File: config.mk
export PLATFORM = sky130hd
export DESIGN_NAME = forward_ctrl
export DESIGN_NICKNAME = d
export VERILOG_FILES = /design/src/rtl/cpu_pkg.sv /design/src/rtl/fwd_cmp.sv /design/src/rtl/forward_ctrl.sv
export SDC_FILE = /design/constraint.sdc
export NUM_CORES = 1
export LEC_CHECK = 0
export CAP_MARGIN = 0
export CELL_PAD_IN_SITES_DETAIL_PLACEMENT = 0
export CELL_PAD_IN_SITES_GLOBAL_PLACEMENT = 1
export CORE_ASPECT_RATIO = 0.5
export CORE_UTILIZATION = 35
export CTS_BUF_LIST = sky130_fd_sc_hd__clkbuf_4 sky130_fd_sc_hd__clkbuf_8 sky130_fd_sc_hd__clkbuf_16
export DETAILED_ROUTE_END_ITERATION = 8
export HOLD_SLACK_MARGIN = 0.05
export PLACE_DENSITY_LB_ADDON = 0.05
export SYNTH_ARGS = -nofsm -noshare
export SYNTH_HDL_FRONTEND = slang
export SYNTH_HIERARCHICAL = 1
export SYNTH_SLANG_ARGS = --single-unit
File: constraint.sdc
create_clock -name clk_i -period 1.95 [get_ports clk_i]
set_input_delay 0.585 -clock clk_i [delete_from_list [all_inputs] [get_ports clk_i]]
set_output_delay 0.585 -clock clk_i [all_outputs]
set_load 0.005 [all_outputs]
File: src/rtl/cpu_pkg.sv
// Shared definitions for the operand-forwarding control path.
package cpu_pkg;

  // ALU operand mux select encoding.
  typedef enum logic [1:0] {
    FWD_REGF  = 2'b00,  // ID/EX latched register-file value
    FWD_EXMEM = 2'b01,  // EX/MEM ALU result
    FWD_MEMWB = 2'b10,  // MEM/WB write-back data
    FWD_RET   = 2'b11   // retired write-back latch
  } fwd_sel_e;

  localparam int SEL_W      = 2;
  localparam int REG_W_DEF  = 5;
  // Flag bits carried by each tracking entry besides dst: valid, regwrite, memread.
  localparam int ENT_FLAG_W = 3;

endpackage

File: src/rtl/fwd_cmp.sv
// Priority compare of one source register against the EX, MEM and WB entries.
module fwd_cmp
  import cpu_pkg::*;
#(
  parameter int REG_W = REG_W_DEF
) (
  input  logic [REG_W-1:0] src_i,
  input  logic             use_i,
  input  logic             ex_prod_i,
  input  logic [REG_W-1:0] ex_dst_i,
  input  logic             mem_prod_i,
  input  logic [REG_W-1:0] mem_dst_i,
  input  logic             wb_prod_i,
  input  logic [REG_W-1:0] wb_dst_i,
  output logic [SEL_W-1:0] sel_o
);

  // Nearest producer wins; an unused operand always reads the register file.
  always_comb begin
    sel_o = FWD_REGF;
    if (use_i) begin
      if (ex_prod_i && (ex_dst_i == src_i))        sel_o = FWD_EXMEM;
      else if (mem_prod_i && (mem_dst_i == src_i)) sel_o = FWD_MEMWB;
      else if (wb_prod_i && (wb_dst_i == src_i))   sel_o = FWD_RET;
    end
  end

endmodule

File: src/rtl/forward_ctrl.sv
// Forwarding select generation and load-use stall detection for a 5-stage CPU.
module forward_ctrl
  import cpu_pkg::*;
#(
  parameter int REG_W = REG_W_DEF
) (
  input  logic             clk_i,
  input  logic             rst_i,
  input  logic             id_valid_i,
  input  logic [REG_W-1:0] id_rs_i,
  input  logic [REG_W-1:0] id_rt_i,
  input  logic             id_use_rs_i,
  input  logic             id_use_rt_i,
  input  logic [REG_W-1:0] id_dst_i,
  input  logic             id_regwrite_i,
  input  logic             id_memread_i,
  input  logic             flush_i,
  output logic [SEL_W-1:0] fwd_a_sel_o,
  output logic [SEL_W-1:0] fwd_b_sel_o,
  output logic             stall_o
);

  typedef struct packed {
    logic             valid;
    logic [REG_W-1:0] dst;
    logic             regwrite;
    logic             memread;
  } ent_t;

  ent_t ex_q, mem_q, wb_q, ret_q;
  ent_t ex_d;

  logic             ex_prod, mem_prod, wb_prod;
  logic             load_hit, stall, advance;
  logic [SEL_W-1:0] cmp_a, cmp_b;
  logic [SEL_W-1:0] sel_a_d, sel_b_d, sel_a_q, sel_b_q;

  // Only valid, register-writing entries with a non-zero destination can forward.
  function automatic logic is_prod(ent_t e);
    return e.valid && e.regwrite && (e.dst != '0);
  endfunction

  // Producer qualification of the live entries.
  always_comb begin
    ex_prod  = is_prod(ex_q);
    mem_prod = is_prod(mem_q);
    wb_prod  = is_prod(wb_q);
  end

  fwd_cmp #(.REG_W(REG_W)) u_cmp_a (
    .src_i      (id_rs_i),
    .use_i      (id_use_rs_i),
    .ex_prod_i  (ex_prod),
    .ex_dst_i   (ex_q.dst),
    .mem_prod_i (mem_prod),
    .mem_dst_i  (mem_q.dst),
    .wb_prod_i  (wb_prod),
    .wb_dst_i   (wb_q.dst),
    .sel_o      (cmp_a)
  );

  fwd_cmp #(.REG_W(REG_W)) u_cmp_b (
    .src_i      (id_rt_i),
    .use_i      (id_use_rt_i),
    .ex_prod_i  (ex_prod),
    .ex_dst_i   (ex_q.dst),
    .mem_prod_i (mem_prod),
    .mem_dst_i  (mem_q.dst),
    .wb_prod_i  (wb_prod),
    .wb_dst_i   (wb_q.dst),
    .sel_o      (cmp_b)
  );

  // Load-use detection, flush masking and next-state for the EX entry and selects.
  always_comb begin
    load_hit = ex_prod && ex_q.memread &&
               ((id_use_rs_i && (id_rs_i == ex_q.dst)) ||
                (id_use_rt_i && (id_rt_i == ex_q.dst)));
    stall    = id_valid_i && load_hit && !flush_i;
    advance  = id_valid_i && !stall && !flush_i;
    ex_d     = '0;
    sel_a_d  = FWD_REGF;
    sel_b_d  = FWD_REGF;
    if (advance) begin
      ex_d.valid    = 1'b1;
      ex_d.dst      = id_dst_i;
      ex_d.regwrite = id_regwrite_i;
      ex_d.memread  = id_memread_i;
      sel_a_d       = cmp_a;
      sel_b_d       = cmp_b;
    end
  end

  // Tracking chain shifts every cycle; selects are registered alongside the EX entry.
  always_ff @(posedge clk_i) begin
    if (!rst_i) begin
      ex_q    <= '0;
      mem_q   <= '0;
      wb_q    <= '0;
      ret_q   <= '0;
      sel_a_q <= FWD_REGF;
      sel_b_q <= FWD_REGF;
    end else begin
      ex_q    <= ex_d;
      mem_q   <= ex_q;
      wb_q    <= mem_q;
      ret_q   <= wb_q;
      sel_a_q <= sel_a_d;
      sel_b_q <= sel_b_d;
    end
  end

  // Bubbles are all-zero entries; that invariant must hold down to the retired slot.
  always_ff @(posedge clk_i) begin
    if (rst_i) begin
      assert (ret_q.valid || (ret_q == '0));
    end
  end

  assign stall_o     = stall;
  assign fwd_a_sel_o = sel_a_q;
  assign fwd_b_sel_o = sel_b_q;

endmodule

==> flow_metrics.env, run 1 <==
export IMPL_start_util=0.3845
export IMPL_wl_per_cell_um=13.95
export IMPL_synth_compound_area_frac=0.1195
export IMPL_use_met3=0.04290
export IMPL_dp_cells=242
export IMPL_drt_iter0_drc=46
export IMPL_rsz0062_at_grt="yes"
export IMPL_maxSlewViolCount=0
export IMPL_finalPower_uw=1173
export IMPL_max_vdd_ir_drop_v=0.0002897
export IMPL_yosys_area_share_adder=0
export IMPL_ctsHoldBuffers=0
export IMPL_vias=1146
export IMPL_p_per_area_nw_per_um2=575.3
export IMPL_numCtsBuffers=3
export IMPL_syn_num_nets=166
export IMPL_busiest_layer="met1"
export IMPL_fin_crit_ns=2.316
export IMPL_ctsLongestPathBuffers=2
export IMPL_cts_sinks=26
export IMPL_status="complete, but fails checks"
export IMPL_synthesis_area_um2=1393
export IMPL_fin_cells=250
export IMPL_syn_to_final_growth_pct=46.45
export IMPL_hp_class="flop to flop"
export IMPL_yosys_top_cells_count="26 x dfxtp_1, 24 x xor2_1, 16 x xnor2_1"
export IMPL_multi_input_area_um2=864.6
export IMPL_layout_drive_gt1_share=0.3015
export IMPL_synthSimpleGateAreaFrac=0.2237
export IMPL_antenna_found_initial=0
export IMPL_fin_nets=223
export IMPL_synth_top_area_share=0.3738
export IMPL_viasPerCell=4.584
export IMPL_cp_max_fo=2
export IMPL_finalHoldViolCount=0
export IMPL_max_freq_mhz=431.8
export IMPL_dp_hpwl_mm=2.676
export IMPL_setup_violations=1
export IMPL_numPortBuffers=27
export IMPL_grt_pass1_vias=1076
export IMPL_power_leakage_uw=0.0009055
export IMPL_fillerInstances=319
export IMPL_tns_ns=-0.3660
export IMPL_yosysMostFrequentCell="dfxtp_1"
export IMPL_drt_total_wl_mm=3.488
export IMPL_async_flop_share=0
export IMPL_rows=15
export IMPL_insertedDiodeCount=0
export IMPL_firstDrtPassIters=4
export IMPL_cts_root_buf="clkbuf_8"
export IMPL_start_kind="flop"
export IMPL_cts_tree="built"
export IMPL_synth_top_family_by_area="XOR/XNOR gates"
export IMPL_die_w_um=91.21
export IMPL_synth_seq_area_share=0.3738
export IMPL_ant_nets=0
export IMPL_grtUsageMet2=0.2455
export IMPL_syn_area_per_cell_um2=9.738
export IMPL_io_pins=28
export IMPL_routabilityCongestion=0.8022
export IMPL_yosysWarnings=6
export IMPL_core_area_um2=3622
export IMPL_grt_use_total=0.1759
export IMPL_skew_ns=0.007486
export IMPL_drv_cap=0
export IMPL_dieArea_um2=4251
export IMPL_max_slew_margin=0.7752
export IMPL_violations="setup timing"
export IMPL_cp_arrival_ns=1.73
export IMPL_setup_slack_ns=-0.3660
export IMPL_holdWs_ns=0.4652
export IMPL_synth_xor_area_frac=0.2516
export IMPL_grt_max_degree=27
export IMPL_grt_pass1_wl_mm=5.437
export IMPL_grt_overflow_total=0
export IMPL_clk_pin_slew_worst_paths_ns=0.09
export IMPL_htreeDepth=1
export IMPL_regArea_um2=525.5
export IMPL_worst_slew_pin_slew_ns=0.3344
export IMPL_cp_data_required_time_ns=1.36
export IMPL_clk_latency_ns=0.27
export IMPL_period_share=1.188
export IMPL_ys_types=23
export IMPL_synthTopCellsByArea="dfxtp_1 37%, xor2_1 15%, xnor2_1 10%, a21oi_2 6.3%, and2_1 5.8%"
export IMPL_drc=0
export IMPL_crit_type="flop to output pin"
export IMPL_synth_top_area_cell="dfxtp_1"
export IMPL_synth_seq_cells=26
export IMPL_ys_flop_type="dfxtp_1"
export IMPL_netlist_instances=143
export IMPL_synth_edf_count=0
export IMPL_synth_mux_area_frac=0
export IMPL_use_met1=0.2669
export IMPL_die_height_um=46.61
export IMPL_stdcell_area_um2=2039
export IMPL_place_area_um2=1904
export IMPL_worstSetupEndpointType="output pin"
-- per-layer routing --
layer | wire length (µm) | vias up
li1 | - | 606
met1 | 1955 | 502
met2 | 1340 | 36
met3 | 183 | 2
met4 | 8 | 0
met5 | 0 | -
-- final timing paths --
| check | start | depth (start not counted) | slack (ns) | end |
|---|---|---|---|---|
| setup / recovery | ex_q[5] | 5 | -0.37 | stall_o |
| setup reg to reg | ex_q[5] | 8 | 0.11 | fwd_a_sel_o[1] |
| hold / removal | mem_q[7] | 1 | 0.47 | wb_q[7] |
| hold reg to reg | mem_q[7] | 1 | 0.47 | wb_q[7] |
-- cell type report --
type,instances,area share
multi-input combinational,110,0.4239
sequential,26,0.2577
timing repair buffer,57,0.2485
tap,51,0.03129
clock buffer,3,0.02025
clock inverter,1,0.01472
inverter,2,0.003681
-- report_power, final --
group	switching [µW]	internal (µW)	leakage, µW
sequential	8.69	539	0.000212
combinational	77.8	103	0.000658
clock	170	275	0.0000357
total	257	916	0.000905
-- critical path, stage by stage (launching register included) --
cell and delay, ns:
dfxtp_2 0.33, or3_1 0.36, o311a_1 0.37, and3_4 0.16, and2_4 0.13, buf_6 0.10
-- through the flow --
| step | util | setup WS, ns |
|---|---|---|
| 3_5_place_dp | 0.5257 | -0.9289 |
| 2_1_floorplan | - | -0.005671 |
| 4_1_cts | 0.5527 | -0.3830 |
| 5_1_grt | 0.5630 | -0.4121 |
| 6_report | 0.5630 | -0.3660 |
| 3_3_place_gp | 0.5257 | -0.9587 |
-- state kept, by name (all words and copies together) (netlist names) --
signal	cells
ex_q	8
fwd_a_sel_o	2
fwd_b_sel_o	2
mem_q	7
wb_q	7
-- kinds of logic (layout without fill, tap and decap cells) --
kind of cell / Yosys count / in the layout
AND/OR/NAND/NOR: 50 / 50
flip-flops: 26 / 26
buffers and inverters: 7 / 63
AO/OA/AOI/OAI: 20 / 20
XOR/XNOR: 40 / 40
-- placed cells by master (no fill, tap or decap), types with 2 or more instances in the layout --
master	instances
buf_4	26
dfxtp_1	24
xor2_1	24
clkdlybuf4s50_1	16
xnor2_1	14
and2_1	13
nand3_1	11
a21oi_2	11
dlygate4sd2_1	7
nand4_1	4
buf_6	4
nor4_1	4
and3_1	4
or3_1	3
o311a_1	3
nand2_1	3
clkbuf_8	3
xnor2_2	2
o22ai_1	2
nand3_2	2
clkdlybuf4s15_1	2
inv_1	2
nor4_2	2
o211a_1	2
-- timing repair --
action / CTS / global route
gates resized for setup: 17 / 11
cloned: 0 / 0
buffers inserted: 3 / 1
setup endpoints to repair: 5 / 3
pin swaps: 9 / 11
(Power assumes the default switching activity.)
==> run 2: changes to the inputs <==
Settings changed: SLEW_MARGIN set to 10.
==> results of run 2 <==
The final DEF is identical to that of run 1; final timing and power are the same.
